File: config.mk
export PLATFORM = sky130hd
export DESIGN_NAME = stack_seq_flat
export DESIGN_NICKNAME = d
export VERILOG_FILES = /design/src/rtl/stack_seq_pkg.sv /design/src/rtl/stack_seq_if.sv /design/src/rtl/stack_seq_alu.sv /design/src/rtl/stack_seq.sv /design/src/flat_wrapper.sv
export SDC_FILE = /design/constraint.sdc
export NUM_CORES = 1
export LEC_CHECK = 0
export CORE_MARGIN = 2
export CORE_UTILIZATION = 45
export CTS_BUF_LIST = sky130_fd_sc_hd__clkbuf_16
export CTS_CLUSTER_SIZE = 16
export DETAILED_ROUTE_END_ITERATION = 7
export GPL_TIMING_DRIVEN = 0
export PLACE_DENSITY = 0.81
export SYNTH_ARGS = -nofsm -noshare
export SYNTH_HDL_FRONTEND = slang
export SYNTH_SLANG_ARGS = --single-unit
File: constraint.sdc
create_clock -name clk -period 2.5 [get_ports clk]
set_clock_uncertainty 0.15 [all_clocks]
set_input_delay 0.5 -clock clk [delete_from_list [all_inputs] [get_ports clk]]
set_output_delay 0.5 -clock clk [all_outputs]
set_load 0.02 [all_outputs]
File: src/rtl/stack_seq_pkg.sv
// stack_seq_pkg: shared types, sizes and op-legality helpers for the stack sequencer.
//   op_t    - 3-bit request opcode (PUSH..NOT, RSVD)
//   state_t - sequencer FSM states
//   WIDTH/DEPTH/DW - data width, stack capacity, depth counter width
package stack_seq_pkg;

    localparam int WIDTH = 8;
    localparam int DEPTH = 32;
    localparam int DW    = $clog2(DEPTH + 1);

    typedef enum logic [2:0] {
        OP_PUSH = 3'd0,
        OP_POP  = 3'd1,
        OP_TOS  = 3'd2,
        OP_ADD  = 3'd3,
        OP_SUB  = 3'd4,
        OP_AND  = 3'd5,
        OP_NOT  = 3'd6,
        OP_RSVD = 3'd7
    } op_t;

    typedef enum logic [2:0] {IDLE, POP1, WAIT1, POP2, WAIT2, PUSHR, RESP} state_t;

    function automatic logic is_binary(op_t op);
        return op inside {OP_ADD, OP_SUB, OP_AND};
    endfunction

    // Overflow/underflow is decided from the tracked depth before any strobe,
    // since the stack itself has no full/empty flags.
    function automatic logic op_illegal(op_t op, logic [DW-1:0] depth);
        return op == OP_RSVD
            || (op == OP_PUSH && depth == DW'(DEPTH))
            || ((op == OP_POP || op == OP_TOS || op == OP_NOT) && depth == '0)
            || (is_binary(op) && depth < DW'(2));
    endfunction

endpackage

File: src/rtl/stack_seq_if.sv
// stack_seq_if: request/response handshake, depth report and stack strobe bus.
//   req_valid/req_ready/req_op/req_data - operation request
//   rsp_valid/rsp_data/rsp_err/rsp_zero - one-cycle response pulse
//   depth                               - tracked number of stack entries
//   stk_din/stk_push/stk_pop/stk_tos    - strobes to the stack
//   stk_dout                            - registered stack read data
//   slave: sequencer side; master: requester + stack side
interface stack_seq_if;
    import stack_seq_pkg::*;

    logic             req_valid;
    logic             req_ready;
    logic [2:0]       req_op;
    logic [WIDTH-1:0] req_data;
    logic             rsp_valid;
    logic [WIDTH-1:0] rsp_data;
    logic             rsp_err;
    logic             rsp_zero;
    logic [DW-1:0]    depth;
    logic [WIDTH-1:0] stk_din;
    logic             stk_push;
    logic             stk_pop;
    logic             stk_tos;
    logic [WIDTH-1:0] stk_dout;

    modport slave (
        input  req_valid, req_op, req_data, stk_dout,
        output req_ready, rsp_valid, rsp_data, rsp_err, rsp_zero, depth,
               stk_din, stk_push, stk_pop, stk_tos
    );

    modport master (
        output req_valid, req_op, req_data, stk_dout,
        input  req_ready, rsp_valid, rsp_data, rsp_err, rsp_zero, depth,
               stk_din, stk_push, stk_pop, stk_tos
    );

endinterface

File: src/rtl/stack_seq_alu.sv
// stack_seq_alu: combinational result of a stack op.
//   op_i     - latched opcode
//   a_i/b_i  - second-popped (a) and top (b) operands
//   imm_i    - latched PUSH operand
//   result_o - value to push back (modulo 2^WIDTH)
module stack_seq_alu
    import stack_seq_pkg::*;
(
    input  op_t              op_i,
    input  logic [WIDTH-1:0] a_i,
    input  logic [WIDTH-1:0] b_i,
    input  logic [WIDTH-1:0] imm_i,
    output logic [WIDTH-1:0] result_o
);

    always_comb
        result_o = op_i == OP_ADD ? a_i + b_i :
                   op_i == OP_SUB ? a_i - b_i :
                   op_i == OP_AND ? a_i & b_i :
                   op_i == OP_NOT ? ~b_i : imm_i;

endmodule

File: src/rtl/stack_seq.sv
// stack_seq: sequences push/pop/tos strobes for one stack-machine op per request.
//   clk  - clock
//   rst  - synchronous active-high reset
//   bus  - stack_seq_if.slave: request/response handshake, depth, stack strobes
module stack_seq
    import stack_seq_pkg::*;
(
    input  logic         clk,
    input  logic         rst,
    stack_seq_if.slave   bus
);

    state_t           state_q, state_d;
    op_t              op_q, op_d;
    logic [DW-1:0]    depth_q, depth_d;
    logic [WIDTH-1:0] imm_q, imm_d, a_q, a_d, b_q, b_d, rsp_data_q, rsp_data_d, result;
    logic             rsp_err_q, rsp_err_d, illegal;

    stack_seq_alu u_alu (
        .op_i    (op_q),
        .a_i     (a_q),
        .b_i     (b_q),
        .imm_i   (imm_q),
        .result_o(result)
    );

    assign illegal = op_illegal(op_t'(bus.req_op), depth_q);

    always_ff @(posedge clk) begin
        if (rst) begin
            state_q    <= IDLE;
            op_q       <= OP_PUSH;
            depth_q    <= '0;
            imm_q      <= '0;
            a_q        <= '0;
            b_q        <= '0;
            rsp_data_q <= '0;
            rsp_err_q  <= 1'b0;
        end else begin
            state_q    <= state_d;
            op_q       <= op_d;
            depth_q    <= depth_d;
            imm_q      <= imm_d;
            a_q        <= a_d;
            b_q        <= b_d;
            rsp_data_q <= rsp_data_d;
            rsp_err_q  <= rsp_err_d;
        end
    end

    always_comb begin
        state_d    = state_q;
        op_d       = op_q;
        depth_d    = depth_q;
        imm_d      = imm_q;
        a_d        = a_q;
        b_d        = b_q;
        rsp_data_d = rsp_data_q;
        rsp_err_d  = rsp_err_q;
        case (state_q)
            IDLE: if (bus.req_valid) begin
                op_d       = op_t'(bus.req_op);
                imm_d      = bus.req_data;
                rsp_err_d  = illegal;
                rsp_data_d = '0;
                state_d    = illegal ? RESP : op_t'(bus.req_op) == OP_PUSH ? PUSHR : POP1;
            end
            POP1: begin
                depth_d = op_q == OP_TOS ? depth_q : depth_q - DW'(1);
                state_d = WAIT1;
            end
            WAIT1: begin
                // POP/TOS report the read value; NOT/binary ops overwrite it in PUSHR.
                b_d        = bus.stk_dout;
                rsp_data_d = bus.stk_dout;
                state_d    = is_binary(op_q) ? POP2 : op_q == OP_NOT ? PUSHR : RESP;
            end
            POP2: begin
                depth_d = depth_q - DW'(1);
                state_d = WAIT2;
            end
            WAIT2: begin
                a_d     = bus.stk_dout;
                state_d = PUSHR;
            end
            PUSHR: begin
                depth_d    = depth_q + DW'(1);
                rsp_data_d = result;
                state_d    = RESP;
            end
            default: state_d = IDLE;
        endcase
    end

    assign bus.req_ready = state_q == IDLE;
    assign bus.rsp_valid = state_q == RESP;
    assign bus.rsp_data  = rsp_data_q;
    assign bus.rsp_err   = rsp_err_q;
    assign bus.rsp_zero  = state_q == RESP && !rsp_err_q && rsp_data_q == '0;
    assign bus.depth     = depth_q;
    assign bus.stk_push  = state_q == PUSHR;
    assign bus.stk_pop   = state_q == POP2 || (state_q == POP1 && op_q != OP_TOS);
    assign bus.stk_tos   = state_q == POP1 && op_q == OP_TOS;
    assign bus.stk_din   = state_q == PUSHR ? result : '0;

endmodule

File: src/flat_wrapper.sv
// flat-port wrapper written by rule: the top's interface ports become plain ports
module stack_seq_flat import stack_seq_pkg::*;
  (clk, rst, bus_req_valid, bus_req_op, bus_req_data, bus_stk_dout, bus_req_ready, bus_rsp_valid, bus_rsp_data, bus_rsp_err, bus_rsp_zero, bus_depth, bus_stk_din, bus_stk_push, bus_stk_pop, bus_stk_tos);
  stack_seq_if bus_i ();
  input  logic clk;
  input  logic rst;
  input wire logic [$bits(bus_i.req_valid)-1:0] bus_req_valid;
  input wire logic [$bits(bus_i.req_op)-1:0] bus_req_op;
  input wire logic [$bits(bus_i.req_data)-1:0] bus_req_data;
  input wire logic [$bits(bus_i.stk_dout)-1:0] bus_stk_dout;
  output wire logic [$bits(bus_i.req_ready)-1:0] bus_req_ready;
  output wire logic [$bits(bus_i.rsp_valid)-1:0] bus_rsp_valid;
  output wire logic [$bits(bus_i.rsp_data)-1:0] bus_rsp_data;
  output wire logic [$bits(bus_i.rsp_err)-1:0] bus_rsp_err;
  output wire logic [$bits(bus_i.rsp_zero)-1:0] bus_rsp_zero;
  output wire logic [$bits(bus_i.depth)-1:0] bus_depth;
  output wire logic [$bits(bus_i.stk_din)-1:0] bus_stk_din;
  output wire logic [$bits(bus_i.stk_push)-1:0] bus_stk_push;
  output wire logic [$bits(bus_i.stk_pop)-1:0] bus_stk_pop;
  output wire logic [$bits(bus_i.stk_tos)-1:0] bus_stk_tos;
  assign bus_i.req_valid = bus_req_valid;
  assign bus_i.req_op = bus_req_op;
  assign bus_i.req_data = bus_req_data;
  assign bus_i.stk_dout = bus_stk_dout;
  assign bus_req_ready = bus_i.req_ready;
  assign bus_rsp_valid = bus_i.rsp_valid;
  assign bus_rsp_data = bus_i.rsp_data;
  assign bus_rsp_err = bus_i.rsp_err;
  assign bus_rsp_zero = bus_i.rsp_zero;
  assign bus_depth = bus_i.depth;
  assign bus_stk_din = bus_i.stk_din;
  assign bus_stk_push = bus_i.stk_push;
  assign bus_stk_pop = bus_i.stk_pop;
  assign bus_stk_tos = bus_i.stk_tos;
  stack_seq u_core (.clk(clk), .rst(rst), .bus(bus_i));
endmodule
==> flow_summary.toml, run 1 <==
[placement]
place.port_buffers = 49
gp_congestion = 0.883
place_ws_ns = -0.870
dpl_cell_area_mm2 = 0.00367
dp_cells = 520
dp_hpwl_um = 7060

[clock_tree]
clk_latency_ns = 0.29
clk_pin_slew_ns = 0.07
numClockSinks = 45
tritoncts = "yes"
htreeDepth = 2
clk_path_buf_depth = 2
numCtsBuffers = 5
cts_root_buffer = "clkbuf_16"

[cells_and_area]
fin_cells = 555
n_antenna_cell = 0
drive_gt1_share_pct = 24.2
area_growth_pct = 39.1
nNetsFinal = 519
fin_area_mm2 = 0.00426
final_util_pct = 63.7

[die]
std_cell_rows = 30
io_pins = 51
die_h_um = 86.5
coreArea_mm2 = 0.00668
start_util_pct = 45.8
die_area_mm2 = 0.00748
die_w_um = 86.5

[timing]
final_max_slew_viol_count = 0
fmax_mhz = 322
tightestPinTransition_ns = 0.654
period_share_pct = 124
setup_viol = 8
holdWs_ns = 0.327
rsz0062_at_grt = "yes"
period_needed_ns = 3.11
max-slew-margin-rel_pct = 56.3
setup_ws_ns = -0.606
hold_viol_final = 0

[synth]
synth_ff_type = "dfxtp_1"
synth_top_family_by_area = "compound AO/OA/AOI/OAI gates"
synthesis.nets = 436
yosysWarnings = 0
synth-compound-area-share_pct = 22.1
synthXorXnorAreaFrac_pct = 3.72
seq_area_frac_synth_pct = 29.4
synth_edf_count = 0
synthAdderAreaFrac_pct = 10.5
syn_inst = 391
synth_common_cells = "70 x nand2_1, 45 x dfxtp_1, 36 x a21oi_1"
synth-simple-area-share_pct = 22.1
synth.top_cell.area_share_pct = 29.4
avgSynthCellArea_um2 = 7.83
async_flop_share_pct = 0
synth.area.top_cells = "dfxtp_1 29%, nand2_1 8.6%, ha_1 8.2%"
ys_types = 58
muxShareOfSynthArea_pct = 5.56
yosysMostFrequentCell = "nand2_1"
yosysTopAreaCell = "dfxtp_1"
syn-cell-area_mm2 = 0.00306
ys_ff_latch = 45

[detailed_routing]
dr.pass1.iters = 5
wl_per_cell_um = 18.9
wirelength_um = 10500
drt_iter0_drc = 370
ant_nets = 0
routed_via_density = 5.98
drc = 0
vias = 3321

[flow_run]
maxCapViolations = 0

[global_route]
grt_start_max_net_pins = 14
overflow = 0
grt.total_usage_pct = 27.4
antenna_found_initial = 0
top_usage_layer = "met2"
met3_usage_pct = 4.10
grt_pass1_vias = 3222
use_met2_pct = 46.3
grt_util_met1_pct = 35.6
grt_pass1_wl_um = 16000

[critical_path]
cpLargestDelayFamily = "compound AO/OA/AOI/OAI gates"
crit_chain = "inv_2, ha_1, inv_1, fa_2, a21oi_1, o21ai_0, a2111oi_1, a211oi_1, nand2_1, nand2_2, buf_6"
endpoint_kind = "primary output"
max_stage_delay_ns = 0.37
path_buf_inv = 3
cp.required_ns = 1.85
critPathKind = "register to primary output"
startpoint_type = "register"
critPathSlowestCell = "fa_2"
cp_max_fo = 3
crit_arrival_ns = 2.46

[outcome]
violations = "setup timing"
status = "finished with violations"

[power_and_ir_drop]
ir_drop_v = 0.000718
p_leak_nw = 1.74
power.density_mw_per_mm2 = 1010

[min_path]
hold_class = "register to register"
-- registers in the layout, summed over array words and instances, names as in the netlist --
name                 flops
u_core.op_q              3
u_core.bus.depth         6
u_core.bus.rsp_data      8
u_core.imm_q             8
u_core.a_q               8
u_core.b_q               8
u_core.state_q           3
u_core.bus.rsp_err       1
-- logic make-up after synthesis --
logic type | Yosys count
simple gates | 149
fa+ha+maj | 24
xor+xnor | 13
compound gates | 97
mux | 17
flops | 45
buf+inv | 46
-- power breakdown --
part           total [W]  switching (W)  leakage [nW]  internal, W
logic            0.00241        0.00134          1.28      0.00107
registers        0.00112       0.000220         0.372     0.000896
clock network   0.000757       0.000292        0.0826     0.000465
total            0.00428        0.00185          1.74      0.00243
-- stage by stage --
step	total power, W	TNS [ns]
after floorplan	0.00257	-0.104
after global placement	0.00313	-5.35
after detailed placement	0.00318	-5.54
after CTS	0.00411	-2.40
after global routing	0.00451	-3.27
final	0.00428	-2.75
-- worst paths after layout --
check,startpoint,end,slack [ns],cells after the start
min,u_core.b_q[4],u_core.b_q[4],0.33,2
max reg2reg,u_core.b_q[0],u_core.bus.rsp_data[6],-0.09,10
min reg2reg,u_core.b_q[4],u_core.b_q[4],0.33,2
max,u_core.a_q[0],bus_stk_din[6],-0.61,11
-- layout make-up --
| type | count | area (um2) |
|---|---|---|
| fill | 532 | 2420 |
| multi-input combinational | 300 | 2150 |
| sequential | 45 | 920 |
| timing repair buffer | 80 | 728 |
| clock buffer | 5 | 125 |
| buffer | 21 | 111 |
| tap | 80 | 100 |
| inverter | 21 | 81.3 |
| clock inverter | 3 | 37.5 |
-- worst reg2reg max path: cells and delay by family, from the launching register on --
kind	cells	cell delay, ns
xor+xnor	1	0.19
buf+inv	2	0.26
fa+ha+maj	2	0.51
simple gates	3	0.56
compound gates	2	0.48
flops	1	0.37
-- per-layer routing --
layer  part of all wire [%]  vias to the layer above  wire length, um
li1                       -                     1536                -
met1                     40                     1562             4150
met2                     49                      180             5170
met3                    7.6                       43              797
met4                    3.3                        0              344
met5                      0                        -                0
-- layout by cell type, fill, tap and decap left out, types with 5 or more instances in the layout --
cell,Yosys,final
buf_6,1,9
xnor2_1,11,10
o21ai_0,9,6
a211oi_1,9,6
buf_4,4,34
mux2i_1,17,17
clkbuf_16,0,5
ha_1,20,13
inv_1,20,15
inv_2,1,6
buf_2,6,7
dfxtp_2,0,6
clkdlybuf4s50_1,0,36
a21o_1,5,5
clkbuf_1,13,7
nand2b_1,8,7
nor3_1,6,5
a21oi_1,36,32
dfxtp_1,45,36
nor2_1,35,32
nand2_1,70,67
-- what timing repair did --
action,in CTS,in global routing
pin swaps,22,19
buffers inserted,23,11
endpoints found under the setup margin,14,16
hold buffers,0,0
hold endpoints to repair,0,0
resized for setup,91,29
Power figures use the tool's default switching activity.
==> run 2: changes to the inputs <==
CORE_ASPECT_RATIO = 1.1   (was default)
==> run 2 against run 1 <==
The flow still finishes with violations (setup timing). Wire length down 6.5%. Fmax up 0.88%. Sequential share of layout area up 0.55 points. Register-to-register slack better by 0.18 ns. Sequential power about the same. Total power down 1.2%. First-iteration DRC count down 20%. Flip-flop and latch count unchanged. Critical endpoint unchanged. Largest cell class unchanged.
==> flow_summary.toml, run 2 (synthesis gave the netlist of run 1 again) <==
[outcome]
status = "finished with violations"
violations = "setup timing"

[global_route]
overflow = 0
grt.total_usage_pct = 27.4
antenna_found_initial = 0
grt_pass1_wl_um = 15900
grt_start_max_net_pins = 15
grt_pass1_vias = 3183

[clock_tree]
clk_path_buf_depth = 2
cts_root_buffer = "clkbuf_16"
clk_latency_ns = 0.29
numClockSinks = 45
tritoncts = "yes"
cts_hold_buf = 0
htreeDepth = 2
numCtsBuffers = 5
clk_pin_slew_ns = 0.06

[critical_path]
cp_max_fo = 4
cp.required_ns = 1.85
crit_arrival_ns = 2.43
endpoint_kind = "primary output"
startpoint_type = "register"
critPathKind = "register to primary output"

[detailed_routing]
routed_via_density = 5.82
wl_per_cell_um = 18.0
dr.pass1.iters = 5
vias = 3170
wirelength_um = 9790
ant_nets = 0
drc = 0
drt_iter0_drc = 295

[cells_and_area]
multi_input_area_mm2 = 0.00214
final_util_pct = 62.9
mostFrequentLayoutCell = "nand2_1"
layout_common_cells = "68 x nand2_1, 37 x clkdlybuf4s50_1, 36 x dfxtp_1"
fillers = 525
register_area_um2 = 920
nNetsFinal = 507
n_antenna_cell = 0
drive_gt1_share_pct = 21.2
area_growth_pct = 35.6
fin_area_mm2 = 0.00415

[timing]
period_share_pct = 123
max-slew-margin-rel_pct = 59.1
period_needed_ns = 3.08
final_max_slew_viol_count = 0
setup_ws_ns = -0.579
hold_viol_final = 0
fmax_mhz = 325
tightestPinTransition_ns = 0.612
rsz0062_at_grt = "yes"
setup_viol = 7

[die]
coreArea_mm2 = 0.00659
die_area_mm2 = 0.00748
std_cell_rows = 31
die_w_um = 82.6
die_h_um = 90.5
io_pins = 51
start_util_pct = 46.4

[placement]
gp_congestion = 0.887
place.port_buffers = 49
dpl_cell_area_mm2 = 0.00367
dp_hpwl_um = 6860

[power_and_ir_drop]
power.density_mw_per_mm2 = 1020
ir_drop_v = 0.000815
p_leak_nw = 1.66

[flow_run]
maxCapViolations = 0

[min_path]
hold_class = "register to register"
==> run 2: cell count changes in the layout (fill, tap and decap cells not counted), moves of 3 or more <==
cell	change
buf_4	-13
a21oi_1	-3
ha_2	-3
clkbuf_2	+3
nor2_1	+3
a21oi_2	+3
inv_2	-3
ha_1	+3
==> run 2: through the flow <==
step | power [W] | setup TNS, ns | setup slack [ns] | hold slack (ns) | std cells
floorplan | 0.00257 | -0.104 | -0.0777 | 0.288 | 391
global placement | 0.00313 | -5.39 | -0.869 | 0.319 | 522
detailed placement | 0.00317 | -5.50 | -0.853 | 0.320 | 522
CTS | 0.00412 | -2.30 | -0.575 | 0.329 | 542
global route | 0.00449 | -3.33 | -0.680 | 0.363 | 545
finish | 0.00423 | -2.76 | -0.579 | 0.324 | 545
==> run 2: repair_timing <==
action / 4_1_cts / 5_1_grt
resized for setup: 91 / 18
hold endpoints to repair: 0 / 0
buffers inserted: 14 / 3
pin swaps: 13 / 5
endpoints found under the setup margin: 15 / 13
==> run 2: layer usage <==
metal	part of all wire [%]	GRT usage [%]
met1	39	35.4
met2	47	44.6
met3	8.7	4.50
met4	4.6	11.1
met5	0	0
==> run 2: cell type report <==
| class | count | share of cell area, % |
|---|---|---|
| clock buffer | 5 | 3.01 |
| multi-input combinational | 300 | 51.5 |
| inverter | 21 | 1.96 |
| buffer | 23 | 3.14 |
| clock inverter | 3 | 0.995 |
| tap | 82 | 2.47 |
| sequential | 45 | 22.2 |
| timing repair buffer | 66 | 14.8 |
==> run 2: path summary, 6_finish.rpt <==
check | startpoint | to | slack, ns | cells past startpoint
max reg2reg | u_core.a_q[0] | u_core.bus.rsp_data[6] | 0.09 | 11
min reg2reg | u_core.imm_q[7] | u_core.imm_q[7] | 0.32 | 2
min | u_core.imm_q[7] | u_core.imm_q[7] | 0.32 | 2
max | u_core.b_q[0] | bus_stk_din[6] | -0.58 | 9
==> run 2: worst max-delay path, cell delays in order, from the launching register on <==
cell     delay, ns
dfxtp_4       0.36
ha_4          0.17
fa_2          0.34
nor2b_1       0.15
or3_1         0.31
a221o_1       0.34
xnor2_2       0.19
nand2_2       0.10
nand2_2       0.08
buf_6         0.11
==> run 2: report_power, final <==
part           internal, W  total [W]  switching (W)
clock             0.000468   0.000750       0.000282
sequential        0.000896    0.00111       0.000217
combinational      0.00105    0.00237        0.00132
total              0.00241    0.00423        0.00182
